## src/rtl/hilo_pkg.sv

```systemverilog
// hilo_pkg
// Shared definitions for the EX-stage Hi/Lo multiply/divide sequencer:
// operation encodings as seen on cHiLoOp, FSM state encodings, datapath
// step mode, iteration count and small op-classification helpers.
package hilo_pkg;

    typedef enum logic [2:0] {
        HILO_NONE  = 3'b000,
        HILO_MULT  = 3'b001,
        HILO_MULTU = 3'b010,
        HILO_MADD  = 3'b011,
        HILO_MSUB  = 3'b100,
        HILO_DIV   = 3'b101,
        HILO_DIVU  = 3'b110,
        HILO_RSVD  = 3'b111
    } hiloOp_t;

    typedef enum logic [1:0] {
        S_IDLE  = 2'd0,
        S_ITER  = 2'd1,
        S_FIXUP = 2'd2,
        S_DONE  = 2'd3
    } hiloState_t;

    typedef enum logic {
        MODE_MUL = 1'b0,
        MODE_DIV = 1'b1
    } iterMode_t;

    localparam int ITER_COUNT = 32;
    localparam int CNT_W      = 5;

    // Codes 001..110 start an operation; 000 and 111 are no-ops.
    function automatic logic isValidOp(input hiloOp_t op);
        return (op != HILO_NONE) && (op != HILO_RSVD);
    endfunction

    function automatic logic isDivOp(input hiloOp_t op);
        return (op == HILO_DIV) || (op == HILO_DIVU);
    endfunction

    // Operations whose operands are two's-complement.
    function automatic logic isSignedOp(input hiloOp_t op);
        return (op == HILO_MULT) || (op == HILO_MADD) ||
               (op == HILO_MSUB) || (op == HILO_DIV);
    endfunction

endpackage

```

## src/rtl/hilo_iter_core.sv

```systemverilog
// hilo_iter_core
// Per-step unsigned datapath shared by multiply and divide. The 2*WIDTH
// accumulator holds {upper, lower}; the lower half is preloaded with the
// multiplier (multiply) or dividend (divide), and a second register holds the
// multiplicand or divisor. Each step performs one shift-add or one restoring
// shift-subtract. After WIDTH steps acc = product, or {remainder, quotient}.
//
// Ports:
//   Clk          in   clock, rising edge
//   Reset        in   asynchronous active-low reset
//   load         in   load loadLo into acc lower half (upper cleared), latch loadOperand
//   step         in   perform one iteration step this cycle
//   mode         in   MODE_MUL shift-add, MODE_DIV restoring shift-subtract
//   loadLo       in   multiplier magnitude / dividend magnitude
//   loadOperand  in   multiplicand magnitude / divisor magnitude
//   acc          out  accumulator / {remainder, quotient}
module hilo_iter_core
    import hilo_pkg::*;
#(
    parameter int WIDTH = 32
) (
    input  logic               Clk,
    input  logic               Reset,
    input  logic               load,
    input  logic               step,
    input  iterMode_t          mode,
    input  logic [WIDTH-1:0]   loadLo,
    input  logic [WIDTH-1:0]   loadOperand,
    output logic [2*WIDTH-1:0] acc
);

    logic [WIDTH-1:0]   operand;
    logic [WIDTH:0]     mulSum;
    logic [2*WIDTH-1:0] mulNext;
    logic [WIDTH:0]     divPartial;
    logic [WIDTH:0]     divDiff;
    logic               divFits;
    logic [2*WIDTH-1:0] divNext;

    always_comb begin
        // Multiply: add multiplicand into the upper half when the current
        // multiplier LSB is set, then shift the whole thing right keeping
        // the carry as the new MSB.
        mulSum  = {1'b0, acc[2*WIDTH-1:WIDTH]} +
                  (acc[0] ? {1'b0, operand} : {(WIDTH+1){1'b0}});
        mulNext = {mulSum, acc[WIDTH-1:1]};

        // Divide: shift the next dividend bit into the partial remainder.
        // The partial needs WIDTH+1 bits because the remainder can be up to
        // divisor-1 before doubling. When the subtract is not taken the
        // partial is below the divisor and therefore fits in WIDTH bits.
        divPartial = acc[2*WIDTH-1:WIDTH-1];
        divDiff    = divPartial - {1'b0, operand};
        divFits    = (divPartial >= {1'b0, operand});
        divNext    = divFits ? {divDiff[WIDTH-1:0], acc[WIDTH-2:0], 1'b1}
                             : {divPartial[WIDTH-1:0], acc[WIDTH-2:0], 1'b0};
    end

    always_ff @(posedge Clk or negedge Reset) begin
        if (!Reset) begin
            acc     <= '0;
            operand <= '0;
        end else if (load) begin
            acc     <= {{WIDTH{1'b0}}, loadLo};
            operand <= loadOperand;
        end else if (step) begin
            acc <= (mode == MODE_MUL) ? mulNext : divNext;
        end
    end

endmodule

```

## src/rtl/hilo_muldiv_sequencer.sv

```systemverilog
// hilo_muldiv_sequencer
// Multi-cycle controller for the EX-stage Hi/Lo unit. Accepts a Hi/Lo op
// from ID/EX, stalls the front pipeline while a 32-step iterative multiply
// or divide runs, applies sign/accumulate fix-up, then emits one HiLoWrite
// strobe with the 64-bit {Hi,Lo} result.
//
// Valid/ready: an op is taken in the single IDLE cycle where OpValid=1,
// cHiLoOp is 001..110 and Flush=0; Stall rises combinationally in that same
// cycle and stays high until the DONE cycle, in which HiLoWrite pulses for
// exactly one cycle and Stall drops so the held instruction advances. Inputs
// are not sampled again until the FSM is back in IDLE.
//
// Ports:
//   Clk         in   pipeline clock, rising edge
//   Reset       in   asynchronous active-low reset
//   OpValid     in   ID/EX holds a valid instruction
//   cHiLoOp     in   Hi/Lo operation code (see hiloOp_t)
//   OperandA    in   rs value (multiplicand / dividend)
//   OperandB    in   rt value (multiplier / divisor)
//   Hi, Lo      in   current Hi/Lo registers (accumulate base for MADD/MSUB)
//   Flush       in   abort any operation in progress, block acceptance
//   Stall       out  freeze PC, IF/ID and ID/EX
//   Busy        out  FSM not in IDLE
//   HiLoWrite   out  one-cycle {Hi,Lo} write strobe
//   HiLoResult  out  {Hi,Lo} result, non-zero only while HiLoWrite=1
//   DbgState    out  current FSM state, for observation only
//
// Only WIDTH=32 is supported.
module hilo_muldiv_sequencer
    import hilo_pkg::*;
#(
    parameter int WIDTH     = 32,
    parameter bit ZERO_SKIP = 1'b1
) (
    input  logic               Clk,
    input  logic               Reset,
    input  logic               OpValid,
    input  logic [2:0]         cHiLoOp,
    input  logic [WIDTH-1:0]   OperandA,
    input  logic [WIDTH-1:0]   OperandB,
    input  logic [WIDTH-1:0]   Hi,
    input  logic [WIDTH-1:0]   Lo,
    input  logic               Flush,
    output logic               Stall,
    output logic               Busy,
    output logic               HiLoWrite,
    output logic [2*WIDTH-1:0] HiLoResult,
    output hiloState_t         DbgState
);

    hiloState_t         state;
    hiloState_t         nextState;
    logic [CNT_W-1:0]   count;
    hiloOp_t            opReg;
    logic               signA;
    logic               signB;
    logic               divZero;
    logic [2*WIDTH-1:0] hiLoCap;
    logic [WIDTH-1:0]   origA;
    logic [2*WIDTH-1:0] resultReg;

    hiloOp_t            opIn;
    logic               accept;
    logic               inSignA;
    logic               inSignB;
    logic [WIDTH-1:0]   absA;
    logic [WIDTH-1:0]   absB;
    logic               inDivZero;
    logic [WIDTH-1:0]   coreLoadLo;
    logic [WIDTH-1:0]   coreLoadOperand;
    iterMode_t          iterMode;
    logic [2*WIDTH-1:0] acc;

    logic [2*WIDTH-1:0] prodSigned;
    logic [WIDTH-1:0]   quoSigned;
    logic [WIDTH-1:0]   remSigned;
    logic [2*WIDTH-1:0] fixupResult;

    // ---------------- input decode (only meaningful in IDLE) ----------------
    always_comb begin
        opIn      = hiloOp_t'(cHiLoOp);
        accept    = (state == S_IDLE) && OpValid && isValidOp(opIn) && !Flush;
        inSignA   = isSignedOp(opIn) && OperandA[WIDTH-1];
        inSignB   = isSignedOp(opIn) && OperandB[WIDTH-1];
        // Negating 0x80000000 gives 0x80000000, which is the correct
        // unsigned magnitude, so no special case is needed.
        absA      = inSignA ? (~OperandA + 1'b1) : OperandA;
        absB      = inSignB ? (~OperandB + 1'b1) : OperandB;
        inDivZero = isDivOp(opIn) && (OperandB == '0);
        // Multiply iterates over the multiplier (B); divide shifts the
        // dividend (A) through the lower half.
        coreLoadLo      = isDivOp(opIn) ? absA : absB;
        coreLoadOperand = isDivOp(opIn) ? absB : absA;
        iterMode        = isDivOp(opReg) ? MODE_DIV : MODE_MUL;
    end

    hilo_iter_core #(
        .WIDTH(WIDTH)
    ) u_core (
        .Clk         (Clk),
        .Reset       (Reset),
        .load        (accept),
        .step        (state == S_ITER),
        .mode        (iterMode),
        .loadLo      (coreLoadLo),
        .loadOperand (coreLoadOperand),
        .acc         (acc)
    );

    // ---------------- fix-up ----------------
    always_comb begin
        prodSigned = (signA ^ signB) ? (~acc + 1'b1) : acc;
        quoSigned  = (signA ^ signB) ? (~acc[WIDTH-1:0] + 1'b1) : acc[WIDTH-1:0];
        // Remainder follows the sign of the dividend.
        remSigned  = signA ? (~acc[2*WIDTH-1:WIDTH] + 1'b1) : acc[2*WIDTH-1:WIDTH];

        unique case (opReg)
            HILO_MADD: fixupResult = hiLoCap + prodSigned;
            HILO_MSUB: fixupResult = hiLoCap - prodSigned;
            HILO_DIV,
            HILO_DIVU: fixupResult = divZero ? {origA, {WIDTH{1'b1}}}
                                             : {remSigned, quoSigned};
            default:   fixupResult = prodSigned;
        endcase
    end

    // ---------------- FSM next state / outputs ----------------
    always_comb begin
        nextState = state;
        Stall     = 1'b0;
        HiLoWrite = 1'b0;

        unique case (state)
            S_IDLE: begin
                if (accept) begin
                    Stall     = 1'b1;
                    nextState = (inDivZero && ZERO_SKIP) ? S_FIXUP : S_ITER;
                end
            end
            S_ITER: begin
                Stall = 1'b1;
                if (Flush) begin
                    nextState = S_IDLE;
                end else if (count == CNT_W'(ITER_COUNT - 1)) begin
                    nextState = S_FIXUP;
                end
            end
            S_FIXUP: begin
                Stall     = 1'b1;
                nextState = Flush ? S_IDLE : S_DONE;
            end
            S_DONE: begin
                // A flush landing on the write cycle squashes the write.
                HiLoWrite = !Flush;
                nextState = S_IDLE;
            end
            default: nextState = S_IDLE;
        endcase
    end

    always_ff @(posedge Clk or negedge Reset) begin
        if (!Reset) begin
            state     <= S_IDLE;
            count     <= '0;
            opReg     <= HILO_NONE;
            signA     <= 1'b0;
            signB     <= 1'b0;
            divZero   <= 1'b0;
            hiLoCap   <= '0;
            origA     <= '0;
            resultReg <= '0;
        end else begin
            state <= nextState;
            if (accept) begin
                count   <= '0;
                opReg   <= opIn;
                signA   <= inSignA;
                signB   <= inSignB;
                divZero <= inDivZero;
                hiLoCap <= {Hi, Lo};
                origA   <= OperandA;
            end else if (state == S_ITER) begin
                count <= count + CNT_W'(1);
            end
            if (state == S_FIXUP) begin
                resultReg <= fixupResult;
            end
        end
    end

    assign Busy       = (state != S_IDLE);
    assign HiLoResult = (state == S_DONE) ? resultReg : '0;
    assign DbgState   = state;

endmodule

```

## config.mk

```make
export PLATFORM = sky130hd
export DESIGN_NAME = hilo_muldiv_sequencer
export DESIGN_NICKNAME = d
export VERILOG_FILES = /design/src/rtl/hilo_pkg.sv /design/src/rtl/hilo_iter_core.sv /design/src/rtl/hilo_muldiv_sequencer.sv
export SDC_FILE = /design/constraint.sdc
export NUM_CORES = 1
export LEC_CHECK = 0
export BUFFER_PORTS_ARGS = -buffer_cell sky130_fd_sc_hd__buf_2
export CAP_MARGIN = 25
export CORE_MARGIN = 2
export CORE_UTILIZATION = 50
export CTS_CLUSTER_DIAMETER = 50
export DETAILED_ROUTE_END_ITERATION = 6
export PLACE_DENSITY_LB_ADDON = 0.12
export SYNTH_ARGS = -nofsm -noshare
export SYNTH_HDL_FRONTEND = slang
export SYNTH_SLANG_ARGS = --single-unit
```

## constraint.sdc

```tcl
create_clock -name Clk -period 7.24 [get_ports Clk]
set_input_delay 0.724 -clock Clk [delete_from_list [all_inputs] [get_ports Clk]]
set_output_delay 0.724 -clock Clk [all_outputs]
set_load 0.05 [all_outputs]
```

==> results.py <==
metrics = {
    "logic_synthesis": {
        "ys_seq_area_share_pct": 26.5,
        "synth_cell_types": 91,
        "synth_edf_count": 0,
        "ys.flop_type": "dfrtp_1",
        "syn_area_mm2": 0.0254,
        "syn_avg_cell_area_um2": 7.42,
        "yosys_register_bits": 269,
        "synth_top_cell_area_share_pct": 26.5,
        "ys.warnings.count": 0,
        "synth.area.top_cells": "dfrtp_1, nand2_1, ha_1, a21oi_1, xnor2_1",
        "synth_cells": 3426,
        "async_flop_share_pct": 100,
        "yosysTopAreaCell": "dfrtp_1",
        "syn-num-nets": 3702,
    },
    "outcome": {
        "status": "finished clean",
    },
    "cts": {
        "cts_root_buf": "clkbuf_16",
        "clk_path_buf_depth": 3,
        "worstSkewPairLatency_ns": 0.59,
        "postCtsSetupBuffers": 0,
        "htreeDepth": 2,
        "cts_buffers": 42,
        "postCtsHoldBufs": 0,
        "cts_tree": "yes",
        "clk_pin_slew_ns": 0.06,
        "clock-sinks": 269,
        "cts_resized": 0,
    },
    "critical_path": {
        "worstReg2RegEnd": "resultReg[54]",
        "crit_required_ns": 7.65,
        "endpoint_kind": "flop",
        "worst-path-max-fanout": 10,
        "setup.worst_path.class": "reg2reg",
        "cp-start-kind": "flop",
        "rr_startpoint": "u_core.acc[0]",
        "reg2regPathDepth": 24,
        "worstPathArrival_ns": 7.11,
        "rrSetupSlack_ns": 0.53,
    },
    "sta": {
        "rsz0062_at_grt": "false",
        "max-slew-margin-rel_pct": 30.0,
        "max_clock_freq_ghz": 0.149,
        "min_period_over_period_pct": 92.6,
        "fin_skew_ns": 0.0331,
        "hold_viol": 0,
        "tightestPinTransition_ns": 1.05,
        "period_needed_ns": 6.71,
        "setup-violations-final": 0,
        "setup_tns_ns": 0,
        "drv_slew": 0,
    },
    "floorplan": {
        "core_area_mm2": 0.0502,
        "start_util_pct": 50.7,
        "dieArea_mm2": 0.0527,
        "die_h_um": 229,
        "rows": 82,
        "die_w_um": 229,
        "io_pins": 204,
    },
    "place": {
        "portBuffers": 203,
        "place_congestion": 0.986,
        "hpwl_um": 69700,
    },
    "routing": {
        "wl_met3_um": 6830,
        "dr_wl_met2_um": 37700,
        "drtIter0Drc": 2550,
        "wl_met1_um": 42600,
        "wl_per_cell_um": 21.5,
        "first_pass_iters": 6,
        "vias_per_cell": 6.10,
        "drcViolationCount": 0,
        "drt_wl_total_um": 90400,
        "route.antenna.remaining_nets": 0,
        "top_layer_used": "met5",
        "dr_total_vias": 25651,
    },
    "hold_path": {
        "hold_class": "in2async",
    },
    "final_layout": {
        "postLayoutCoreUtil_pct": 56.8,
        "antenna_cells": 0,
        "multi_input_area_mm2": 0.0175,
        "nFillCells": 4776,
        "nets": 3776,
        "drive_above_1_share_pct": 11.5,
        "synthToLayoutAreaGrowth_pct": 12.0,
        "seqCellArea_mm2": 0.00673,
    },
    "global_routing": {
        "grt_overflow": 0,
        "grt_pass1_vias": 24098,
        "antenna_found_initial": 3,
        "grt_first_pass_wirelength_um": 141000,
        "grt_max_degree": 184,
        "grt_usage_pct": 33.8,
    },
    "job": {
        "drv_cap": 0,
    },
}
-- sequential cells by signal (all words and copies together) (netlist names), 2 cells and up --
| signal | cells |
|---|---|
| hiLoCap | 64 |
| resultReg | 64 |
| u_core.acc | 64 |
| origA | 32 |
| u_core.operand | 32 |
| count | 5 |
| opReg | 3 |
| DbgState | 2 |
-- metal layers --
| metal | GRT usage, % | vias up |
|---|---|---|
| met4 | 12.1 | 6 |
| met2 | 49.4 | 1080 |
| met5 | 0 | - |
| met1 | 50.8 | 12154 |
| li1 | - | 12245 |
| met3 | 4.20 | 166 |
-- cell families after synthesis --
group,after synthesis,synth area share [%]
xor+xnor,334,11.5
simple gates,1285,23.4
mux,13,0.517
compound gates,1040,25.9
buf+inv,344,5.21
flops,269,26.5
fa+ha+maj,141,7.03
-- synthesized netlist by cell type, types with 46 or more instances --
cell type  count
a21o_1       100
nor2_1       304
clkbuf_1     203
inv_1        107
nand3_1       58
o21ai_0      261
xor2_1       167
ha_1         138
a21oi_1      294
and2_1        83
dfrtp_1      269
a31oi_1       46
nor3_1        46
o211ai_1      71
xnor2_1      167
nand2_1      571
-- area by class of cell --
| class | instances | area share (%) |
|---|---|---|
| sequential | 269 | 23.6 |
| timing repair buffer | 265 | 5.41 |
| clock buffer | 53 | 4.12 |
| inverter | 109 | 1.44 |
| clock inverter | 23 | 0.936 |
| tap | 672 | 2.95 |
| multi-input combinational | 2813 | 61.5 |
-- worst max-delay path, stage by stage (launching register included) --
cell,delay [ns]
dfrtp_1,0.47
inv_1,0.12
ha_1,0.25
or3b_4,0.48
or4_1,0.45
a211oi_1,0.27
o21ai_0,0.18
or2_2,0.37
inv_1,0.10
and3b_1,0.22
nor2_1,0.07
xnor2_1,0.17
ha_1,0.44
inv_1,0.11
nor3_2,0.29
nand3_1,0.16
or3b_2,0.49
o211a_1,0.29
o31a_1,0.34
a211oi_1,0.31
o21bai_1,0.18
a21oi_1,0.28
xor2_1,0.14
a222oi_1,0.25
a21oi_1,0.11
-- cell usage in the layout (no fill, tap or decap), drive strengths merged, types with 17 or more instances in the layout --
cell    count
nand2     571
nor2      305
a21oi     296
dfrtp     269
o21ai     265
buf       265
xor2      167
xnor2     167
ha        138
inv       118
a21o      100
and2       83
o211ai     71
nand3      58
clkbuf     53
nor3       48
a31oi      46
o31ai      40
nor4       34
nand4      32
or3        28
or4        26
o21bai     22
o41ai      22
a211oi     21
o221ai     21
nand2b     20
nor2b      19
o22ai      19
and3       17
-- worst max path at each step --
| stage | startpoint | to | slack [ns] | depth (start not counted) |
|---|---|---|---|---|
| after floorplan | u_core.acc[0] | resultReg[61] | 0.59 | 26 |
| after CTS | u_core.acc[0] | resultReg[63] | 0.17 | 25 |
| after detailed placement | u_core.acc[0] | resultReg[63] | 0.20 | 25 |
| after global routing | u_core.acc[0] | resultReg[63] | 0.05 | 25 |
| after global placement | u_core.acc[0] | resultReg[63] | 0.27 | 25 |
| final | u_core.acc[0] | resultReg[54] | 0.53 | 24 |
-- stage by stage --
step	cell area, um^2	instances	hold slack [ns]	setup WS (ns)
finish	28500	4204	0.0812	0.535
global route	28500	4204	0.118	0.0476
CTS	28400	4203	0.0894	0.171
detailed placement	27000	4127	0.467	0.197
global placement	27000	4127	0.459	0.274
floorplan	25400	3426	0.428	0.595
Power is left out: the tool's default activity adds up to more than one toggle a clock period on the data nets, which glitch-free logic cannot reach.
